[src/rtl/branch_predictor_bht_pkg.sv]
`default_nettype none
// ============================================================================
//  Module   : branch_predictor_bht_pkg
//  Brief    : Shared types, counter limits and index hash for the BHT predictor
//  Revision : 1.0 - initial release
// ============================================================================
package branch_predictor_bht_pkg;

   // Named 2-bit counter states, same meaning as the single-counter predictor
   typedef enum logic [1:0] {
      SNT = 2'd0,
      LNT = 2'd1,
      LT  = 2'd2,
      ST  = 2'd3
   } bht_state2_e;

   localparam int c_HASH_W = 32;

   function automatic int cnt_max(input int cnt_w);
      return (1 << cnt_w) - 1;
   endfunction

   function automatic int cnt_min(input int cnt_w);
      return (cnt_w > 0) ? 0 : 0;
   endfunction

   // Table index for a fetch PC; the fetch logic calls this too so both agree.
   // ghr_w = 0 selects the bimodal index, otherwise gshare.
   function automatic logic [c_HASH_W-1:0] bht_hash(
      input logic [63:0]         pc,
      input logic [c_HASH_W-1:0] ghr,
      input int                  index_w,
      input int                  ghr_w
   );
      logic [c_HASH_W-1:0] idx;
      logic [c_HASH_W-1:0] hist;
      idx  = c_HASH_W'(pc >> 2) & ((c_HASH_W'(1) << index_w) - c_HASH_W'(1));
      hist = (ghr_w == 0) ? '0
           : (ghr & ((c_HASH_W'(1) << ghr_w) - c_HASH_W'(1)));
      return idx ^ hist;
   endfunction

endpackage
`default_nettype wire

[src/rtl/branch_predictor_bht_if.sv]
`default_nettype none
// ============================================================================
//  Module   : branch_predictor_bht_if
//  Brief    : Lookup (IF) and training (EX) signal bundle of the BHT predictor
//  Revision : 1.0 - initial release
// ============================================================================
interface branch_predictor_bht_if #(
   parameter int PC_W    = 32,
   parameter int INDEX_W = 6,
   parameter int GHR_W   = 0
);
   localparam int GHR_OUT_W = (GHR_W > 0) ? GHR_W : 1;

   logic [PC_W-1:0]      pred_pc_i;
   logic                 pred_taken_o;
   logic                 pred_strong_o;
   logic [INDEX_W-1:0]   pred_idx_o;
   logic                 upd_valid_i;
   logic [INDEX_W-1:0]   upd_idx_i;
   logic                 upd_taken_i;
   logic                 upd_mispred_i;
   logic [GHR_OUT_W-1:0] ghr_o;
   logic [15:0]          mispred_cnt_o;

   modport master (
      output pred_pc_i, upd_valid_i, upd_idx_i, upd_taken_i, upd_mispred_i,
      input  pred_taken_o, pred_strong_o, pred_idx_o, ghr_o, mispred_cnt_o
   );

   modport slave (
      input  pred_pc_i, upd_valid_i, upd_idx_i, upd_taken_i, upd_mispred_i,
      output pred_taken_o, pred_strong_o, pred_idx_o, ghr_o, mispred_cnt_o
   );
endinterface
`default_nettype wire

[src/rtl/branch_predictor_bht_sat_counter.sv]
`default_nettype none
// ============================================================================
//  Module   : bht_sat_counter
//  Brief    : One BHT entry: CNT_W-bit up/down counter saturating at both ends
//  Revision : 1.0 - initial release
// ============================================================================
module bht_sat_counter
   import branch_predictor_bht_pkg::*;
#(
   parameter int CNT_W    = 2,
   parameter int INIT_CNT = 1
) (
   input  wire logic             clk,
   input  wire logic             reset,
   input  wire logic             en,
   input  wire logic             inc,
   output logic [CNT_W-1:0]      cnt
);
   localparam logic [CNT_W-1:0] c_MAX  = CNT_W'(cnt_max(CNT_W));
   localparam logic [CNT_W-1:0] c_MIN  = CNT_W'(cnt_min(CNT_W));
   localparam logic [CNT_W-1:0] c_INIT = CNT_W'(INIT_CNT);

   logic [CNT_W-1:0] r_cnt;

   always_ff @(posedge clk) begin
      if (reset) begin
         r_cnt <= c_INIT;
      end else if (en) begin
         if (inc && (r_cnt != c_MAX)) begin
            r_cnt <= r_cnt + CNT_W'(1);
         end else if (!inc && (r_cnt != c_MIN)) begin
            r_cnt <= r_cnt - CNT_W'(1);
         end
      end
   end

   assign cnt = r_cnt;

endmodule
`default_nettype wire

[src/rtl/branch_predictor_bht.sv]
`default_nettype none
// ============================================================================
//  Module   : branch_predictor_bht
//  Brief    : Flop-based BHT of saturating counters, bimodal or gshare indexed
//  Revision : 1.0 - initial release
// ============================================================================
module branch_predictor_bht
   import branch_predictor_bht_pkg::*;
#(
   parameter int PC_W     = 32,
   parameter int INDEX_W  = 6,
   parameter int CNT_W    = 2,
   parameter int GHR_W    = 0,
   parameter int INIT_CNT = (1 << (CNT_W - 1)) - 1
) (
   input  wire logic               clk,
   input  wire logic               reset,
   branch_predictor_bht_if.slave   bus
);
   localparam int               c_ENTRIES   = 1 << INDEX_W;
   localparam int               c_GHR_OUT_W = (GHR_W > 0) ? GHR_W : 1;
   localparam logic [CNT_W-1:0] c_CNT_MAX   = CNT_W'(cnt_max(CNT_W));
   localparam logic [CNT_W-1:0] c_CNT_MIN   = CNT_W'(cnt_min(CNT_W));

   logic [CNT_W-1:0]       w_cnt [c_ENTRIES];
   logic [c_GHR_OUT_W-1:0] w_ghr;
   logic [c_HASH_W-1:0]    w_hash;
   logic [c_HASH_W-1:0]    w_unused_hash;
   logic [INDEX_W-1:0]     w_pred_idx;
   logic [CNT_W-1:0]       w_sel;
   logic [15:0]            r_mispred_cnt;

   // ---------------------------------------------------------------- table
   generate
      for (genvar g = 0; g < c_ENTRIES; g++) begin : g_entry
         bht_sat_counter #(
            .CNT_W    (CNT_W),
            .INIT_CNT (INIT_CNT)
         ) u_cnt (
            .clk   (clk),
            .reset (reset),
            .en    (bus.upd_valid_i && (bus.upd_idx_i == INDEX_W'(g))),
            .inc   (bus.upd_taken_i),
            .cnt   (w_cnt[g])
         );
      end
   endgenerate

   // ------------------------------------------------------------------ GHR
   // Non-speculative history: shifted only by resolved branches.
   generate
      if (GHR_W == 0) begin : g_bimodal
         assign w_ghr = '0;
      end else if (GHR_W == 1) begin : g_ghr_single
         logic r_ghr;
         always_ff @(posedge clk) begin
            if (reset) begin
               r_ghr <= 1'b0;
            end else if (bus.upd_valid_i) begin
               r_ghr <= bus.upd_taken_i;
            end
         end
         assign w_ghr = r_ghr;
      end else begin : g_ghr_shift
         logic [GHR_W-1:0] r_ghr;
         always_ff @(posedge clk) begin
            if (reset) begin
               r_ghr <= '0;
            end else if (bus.upd_valid_i) begin
               r_ghr <= {r_ghr[GHR_W-2:0], bus.upd_taken_i};
            end
         end
         assign w_ghr = r_ghr;
      end
   endgenerate

   // --------------------------------------------------------------- lookup
   always_comb begin
      w_hash        = bht_hash(64'(bus.pred_pc_i), c_HASH_W'(w_ghr), INDEX_W, GHR_W);
      w_pred_idx    = w_hash[INDEX_W-1:0];
      w_unused_hash = w_hash;
   end

   // Reads the registered table, so a same-cycle update is not visible yet
   assign w_sel             = w_cnt[w_pred_idx];
   assign bus.pred_idx_o    = w_pred_idx;
   assign bus.pred_taken_o  = w_sel[CNT_W-1];
   assign bus.pred_strong_o = (w_sel == c_CNT_MIN) || (w_sel == c_CNT_MAX);
   assign bus.ghr_o         = w_ghr;

   // ----------------------------------------------------------- statistics
   always_ff @(posedge clk) begin
      if (reset) begin
         r_mispred_cnt <= '0;
      end else if (bus.upd_valid_i && bus.upd_mispred_i && (r_mispred_cnt != 16'hFFFF)) begin
         r_mispred_cnt <= r_mispred_cnt + 16'd1;
      end
   end

   assign bus.mispred_cnt_o = r_mispred_cnt;

endmodule
`default_nettype wire

[src/flat_wrapper.sv]
// flat-port wrapper written by rule: the top's interface ports become plain ports
module branch_predictor_bht_flat import branch_predictor_bht_pkg::*;
#(
   parameter int PC_W     = 32,
   parameter int INDEX_W  = 6,
   parameter int CNT_W    = 2,
   parameter int GHR_W    = 0,
   parameter int INIT_CNT = (1 << (CNT_W - 1)) - 1
)
  (clk, reset, bus_pred_pc_i, bus_upd_valid_i, bus_upd_idx_i, bus_upd_taken_i, bus_upd_mispred_i, bus_pred_taken_o, bus_pred_strong_o, bus_pred_idx_o, bus_ghr_o, bus_mispred_cnt_o);
  branch_predictor_bht_if #(.PC_W(PC_W), .INDEX_W(INDEX_W), .GHR_W(GHR_W)) bus_i ();
  input  wire logic clk;
  input  wire logic reset;
  input wire logic [$bits(bus_i.pred_pc_i)-1:0] bus_pred_pc_i;
  input wire logic [$bits(bus_i.upd_valid_i)-1:0] bus_upd_valid_i;
  input wire logic [$bits(bus_i.upd_idx_i)-1:0] bus_upd_idx_i;
  input wire logic [$bits(bus_i.upd_taken_i)-1:0] bus_upd_taken_i;
  input wire logic [$bits(bus_i.upd_mispred_i)-1:0] bus_upd_mispred_i;
  output wire logic [$bits(bus_i.pred_taken_o)-1:0] bus_pred_taken_o;
  output wire logic [$bits(bus_i.pred_strong_o)-1:0] bus_pred_strong_o;
  output wire logic [$bits(bus_i.pred_idx_o)-1:0] bus_pred_idx_o;
  output wire logic [$bits(bus_i.ghr_o)-1:0] bus_ghr_o;
  output wire logic [$bits(bus_i.mispred_cnt_o)-1:0] bus_mispred_cnt_o;
  assign bus_i.pred_pc_i = bus_pred_pc_i;
  assign bus_i.upd_valid_i = bus_upd_valid_i;
  assign bus_i.upd_idx_i = bus_upd_idx_i;
  assign bus_i.upd_taken_i = bus_upd_taken_i;
  assign bus_i.upd_mispred_i = bus_upd_mispred_i;
  assign bus_pred_taken_o = bus_i.pred_taken_o;
  assign bus_pred_strong_o = bus_i.pred_strong_o;
  assign bus_pred_idx_o = bus_i.pred_idx_o;
  assign bus_ghr_o = bus_i.ghr_o;
  assign bus_mispred_cnt_o = bus_i.mispred_cnt_o;
  branch_predictor_bht #(.PC_W(PC_W), .INDEX_W(INDEX_W), .CNT_W(CNT_W), .GHR_W(GHR_W), .INIT_CNT(INIT_CNT)) u_core (.clk(clk), .reset(reset), .bus(bus_i));
endmodule
[config.mk]
export PLATFORM = sky130hd
export DESIGN_NAME = branch_predictor_bht_flat
export DESIGN_NICKNAME = d
export VERILOG_FILES = /design/src/rtl/branch_predictor_bht_pkg.sv /design/src/rtl/branch_predictor_bht_if.sv /design/src/rtl/branch_predictor_bht_sat_counter.sv /design/src/rtl/branch_predictor_bht.sv /design/src/flat_wrapper.sv
export SDC_FILE = /design/constraint.sdc
export NUM_CORES = 1
export LEC_CHECK = 0
export CAP_MARGIN = 25
export CORE_MARGIN = 3
export CORE_UTILIZATION = 25
export CTS_CLUSTER_DIAMETER = 100
export DETAILED_ROUTE_END_ITERATION = 10
export DONT_BUFFER_PORTS = 1
export MAX_ROUTING_LAYER = met4
export SYNTH_ARGS = -nofsm -noshare
export SYNTH_HDL_FRONTEND = slang
export SYNTH_SLANG_ARGS = --single-unit
export TNS_END_PERCENT = 10
[constraint.sdc]
create_clock -name clk -period 6 [get_ports clk]
set_clock_uncertainty 0.05 [all_clocks]
set_input_delay 0.9 -clock clk [delete_from_list [all_inputs] [get_ports clk]]
set_output_delay 0.9 -clock clk [all_outputs]
set_load 0.01 [all_outputs]
## Word level (Yosys, flattened, before mapping)

Index checks and enable logic that the tools add are counted.

- $add $sub $neg: 129
- $lt $le $gt $ge: 1
- Equal/unequal tests: 129
- Muxes and demuxes: 131
- Bitwise gates (word level): 1
- Reduce and logical (&&, ||, !) cells: 390

Operator list:

| kind | number |
|---|---|
| 2-to-1 mux 2 bit | 130 |
| nonzero test 2 bit | 128 |
| logical AND 1 bit | 194 |
| == test 6 bit, second input constant | 32 |
| adder 2 x 1 -> 2 bit, second input constant | 64 |
| inequality test 2 bit, second input constant | 64 |
| AND reduction 2 bit | 64 |
| subtractor 2 x 1 -> 2 bit, second input constant | 64 |
| == test 6 x 5 -> 1 bit, second input constant | 16 |
| == test 6 x 4 -> 1 bit, second input constant | 8 |
| == test 6 x 3 -> 1 bit, second input constant | 4 |
| adder 16 x 1 -> 16 bit, second input constant | 1 |
| inequality test 16 bit, second input constant | 1 |
| binary-select mux 2 bit (select 6 bit) | 1 |
| == test 6 x 2 -> 1 bit, second input constant | 2 |
| greater-or-equal comparator 7 bit, second input constant | 1 |
| NOT 6 -> 7 bit | 1 |
| == test 6 x 1 -> 1 bit, second input constant | 1 |
| logical NOT 6 bit | 1 |
| == test 2 bit, second input constant | 1 |
| logical NOT 2 bit | 1 |
| logical NOT 1 bit | 1 |
| logical OR 1 bit | 1 |

- Flip-flop bits (word level): 144

## Logic depth before layout (Yosys ltp)

- Depth in word-level cells: 6
- Mapped depth: 8
- Depth with buffers taken out: 6

## Cells and area by module

Synthesis repeated with hierarchy kept, for this count alone.

- Cell total of the unflattened synthesis: 1037
- Area total of the unflattened synthesis: 9242.6 µm²

By module, submodules not included:

| module | times used | cells each | area each (µm²) |
|---|---|---|---|
| bht_sat_counter | 64 | 12 | 108.9 |
| branch_predictor_bht | 1 | 269 | 2275.9 |

## Least setup slack after synthesis

Ideal clock, no wire load.

- Kind: input -> output
- Start point: input port bus_pred_pc_i[3]
- End point: output port bus_pred_strong_o
- Arrival: 2.534 ns
- Path slack: 2.516 ns
- Stages on the path: 8
- Path buffers: 2
- Path through: buf_2 > buf_4 > mux4_2 > nor2b_4 > a2111oi_4 > nor3_1 > a21o_1 > xnor2_1

- Word-level cells in the longest chain between the ends: 6
- Elaborated cells between the ends (all ways): 7
- Classes of those cells: eq/ne (1); mux (3); bitwise (1); reduce/logical (2)

RTL lines:

| element | RTL line | RTL |
|---|---|---|
| start: declaration | flat_wrapper.sv:14 | `input wire logic [$bits(bus_i.pred_pc_i)-1:0] bus_pred_pc_i;` |
| NOT 6 -> 7 bit (implied by the code) * | branch_predictor_bht.sv:85 | `assign w_sel = w_cnt[w_pred_idx];` |
| binary-select mux 2 bit (select 6 bit) * | branch_predictor_bht.sv:85 |  |
| 2-to-1 mux 2 bit (implied by the code) * (2 in a row) | branch_predictor_bht.sv:85 |  |
| named net bus_pred_taken_o | flat_wrapper.sv:19 | `output wire logic [$bits(bus_i.pred_taken_o)-1:0] bus_pred_taken_o;` |
| == test 2 bit / logical NOT 2 bit (equally long branches) | branch_predictor_bht.sv:88 | `assign bus.pred_strong_o = (w_sel == c_CNT_MIN) \|\| (w_sel == c_CNT_MAX);` |
| logical OR 1 bit * | branch_predictor_bht.sv:88 |  |
| end: declaration | flat_wrapper.sv:20 | `output wire logic [$bits(bus_i.pred_strong_o)-1:0] bus_pred_strong_o;` |

Mark *: on every way through the listed nets, which the timed path passes. The rest lies on a longest branch. The select of a mux whose other input is x is not followed.

## Final worst setup path

- Start point: input port bus_pred_pc_i[2]
- End point: output port bus_pred_strong_o

Same word-level chain as after synthesis.

==> impl_results.md <==
- Clock transition at path regs: 60 ps
- Final setup vio count: 0
- Switching share of power: 24.5%
- # diodes: 0
- Maximum vdd drop: 0.000149 V
- Count leader, synth: dfxtp_1
- Slowest stage cell, crit path: mux4_2
- Total CTS buffers: 17
- Warnings from Yosys: 0
- Crit path time final: 3680 ps
- Syn_nets: 1020
- Switching power: 0.000585 W
- TNS Setup: 0 ps
- Final Hold Fails: 0
- Core area: ~0.032 mm2
- Synth Instances: 976
- Flop pwr share: 44.5%
- Initial Utilization: 25.5%
- CP max stage delay: 500 ps
- CP Max Fanout: 26
- Util after Layout: 28.2%
- First-pass GRT wire length: between 30000 and 40000 um
- Largest net degree at the start of global routing: 257
- Vias per cell: 5.41
- Gate power share: 7.7%
- PostCTS Resize Cnt: 0
- Placed Area: 0.00827 mm2
- Overall die width: 186 um
- CTS tree: yes
- Clk pwr share: a little under half
- Max Fclk: roughly 270 MHz
- Post-detail-place hpwl: 13200 um
- DRC Markers: 0
- Area contributors post-synth: dfxtp_1 36%, mux4_2 8.9%, o21ai_0 8.0%
- PortBufs: 0
- Antenna violations before repair: 0
- Outcome: completed
- Drt first pass iters: 5
- CP cell instances: mux4_2 -> mux2_2 -> o22ai_1 -> nor3_1 -> a21o_1 -> xnor2_1
- Final instance area: 0.00892 mm2
- Die Y: between 150 and 200 um
- WP data required: 5050 ps
- WP buf/inv: 0
- GRT overflow: 0
- Top post-synthesis cells by count: 144 x dfxtp_1, 129 x o21ai_0, 95 x nor2_1
- Max Cap Viol: 0
- Later-pin clock latency in the skew report: ~430 ps
- Nets: 968
- Vias in the first global route: approximately 6300
- Die ar.: 0.0344 mm2
- Internal power: 0.00181 W
- Synth unique cells: 47
- Relative max-transition margin: between 30 and 40%
- Tcrit/Tclk final: 61.3%
- #FFs+latches synth: 144
- Asr flop ratio synth: 0%
- Slew @ Worst Pin: 977 ps
- Setup bufs post-CTS: 0
- Clock Tree Buf Depth: 2
- Synth Flop Type: dfxtp_1
- CTS Sinks: between 100 and 150
- CP Class: input port to output port
- RD Place Congestion: 0.818
- Sequential cell area fraction in the yosys report: 35.8%
- Clock Tree Root: clkbuf_16
- Startpoint Class: input port
- IO Pins: between 60 and 70
- Top delay family on crit path: multiplexers
- Yosys top cell area share: 35.8%
- Final WL: 21000 um
- Antenna Nets Post-Route: 0
- Vias: 7245
- Post-synth top area cell: dfxtp_1
- Hold buffers post-CTS: 0
- Crit. End Element: output port
- GRT Resource Usage Total: between 10% and 20%
- RSZ-0062 raised after global routing: no
- PD cells: 268 mW/mm2
- Initial DRC count: 737
- Post-Syn Area: between 0.008 and 0.009 mm2
- Share of cells above drive strength 1: a little under a tenth
- WHS: 454 ps
- DR WL/cell: approximately 16 um
- Hold WC Path Type: flip-flop to flip-flop
- Leakage: between 2 and 3 nW
- Area Growth Syn to Fin: 10.6%
- Syn_area_per_cell: 8.26 um2
- Row cnt: 65
- Slew Limit Fails: 0
- Post-synth EDFFs: 0
- Crit path DAT: 2730 ps
- Max H-tree Level: 4
## area by class of cell
class	count	area (um2)
Timing Repair Buffer	5	52.6
Clock inverter	13	186
Tap cell	402	503
Sequential cell	144	2880
Inverter	3	11.3
Fill cell	3331	22700
Multi-Input combinational cell	753	4840
Clock buffer	19	443
## worst reg2reg max path, stage by stage (launching register included)
cell,delay [ps]
dfxtp_1,480
and4_1,330
nand4_1,210
o311a_1,480
nand4_1,150
xor2_1,160
nor2_1,50
## power by group through the flow
stage | logic (W) | clock network [W] | registers, W
6_report | 0.000184 | 0.00114 | 0.00106
5_1_grt | 0.000209 | 0.00121 | 0.00107
4_1_cts | 0.000184 | 0.00116 | 0.00106
3_5_place_dp | 0.000183 | 0 | 0.00108
3_3_place_gp | 0.000177 | 0 | 0.00108
2_1_floorplan | 0.000201 | 0 | 0.00107
## placed cells by master (no fill, tap or decap), types with 3 or more instances in the layout
cell	count
clkinvlp_4	4
a211o_1	61
buf_4	3
inv_1	3
clkbuf_16	17
a21oi_1	68
dfxtp_1	144
bufinv_16	4
a22oi_1	4
nor3_2	6
nand4_1	8
a31oi_1	4
o22ai_1	4
and3_1	66
nand2_1	79
nand3_1	12
xnor2_1	11
nand2b_1	8
o21ai_0	129
mux4_2	32
a21o_1	63
nor2_2	4
nor2_1	93
xor2_1	3
nor3_1	69
## flip-flops by register name (all words and copies together), names as in the netlist
register / count
u_core.bus.mispred_cnt_o: 16
u_core.g_entry.u_cnt.cnt: 128
## layer usage
layer / GRT usage [%] / wire length [um] / up-vias / share of wire, %
met1: 16.4 / 9480 / 3508 / 45
met5: - / 0 / - / 0
li1: - / - / 3523 / -
met4: 3.75 / 314 / 0 / 1.5
met2: 19.1 / 9690 / 196 / 46
met3: 3.69 / 1490 / 18 / 7.1
## per-stage QoR
step                power (W)  cells  setup WS (ps)
floorplan             0.00127    976           2520
CTS                   0.00241   1338           2320
global route          0.00249   1339           2240
global placement      0.00126   1305           2340
detailed placement    0.00127   1306           2330
finish                0.00239   1339           2320
## final timing paths
check | startpoint | to | cells after the start | slack, ps
max | bus_pred_pc_i[2] | bus_pred_strong_o | 6 | 2320
min | u_core.g_entry[23].u_cnt.cnt[0] | u_core.g_entry[23].u_cnt.cnt[1] | 2 | 450
max reg2reg | u_core.bus.mispred_cnt_o[3] | u_core.bus.mispred_cnt_o[4] | 6 | 3990
min reg2reg | u_core.g_entry[23].u_cnt.cnt[0] | u_core.g_entry[23].u_cnt.cnt[1] | 2 | 450
## cell families after synthesis
| kind of cell | share of synthesized area, % |
|---|---|
| compound gates | 27.4 |
| xor+xnor | 1.52 |
| fa+ha+maj | 0.155 |
| buf+inv | 4.35 |
| flops | 35.8 |
| mux | 9.34 |
| other cells | 0.0465 |
| simple gates | 21.5 |
Power figures use the tool's default switching activity.
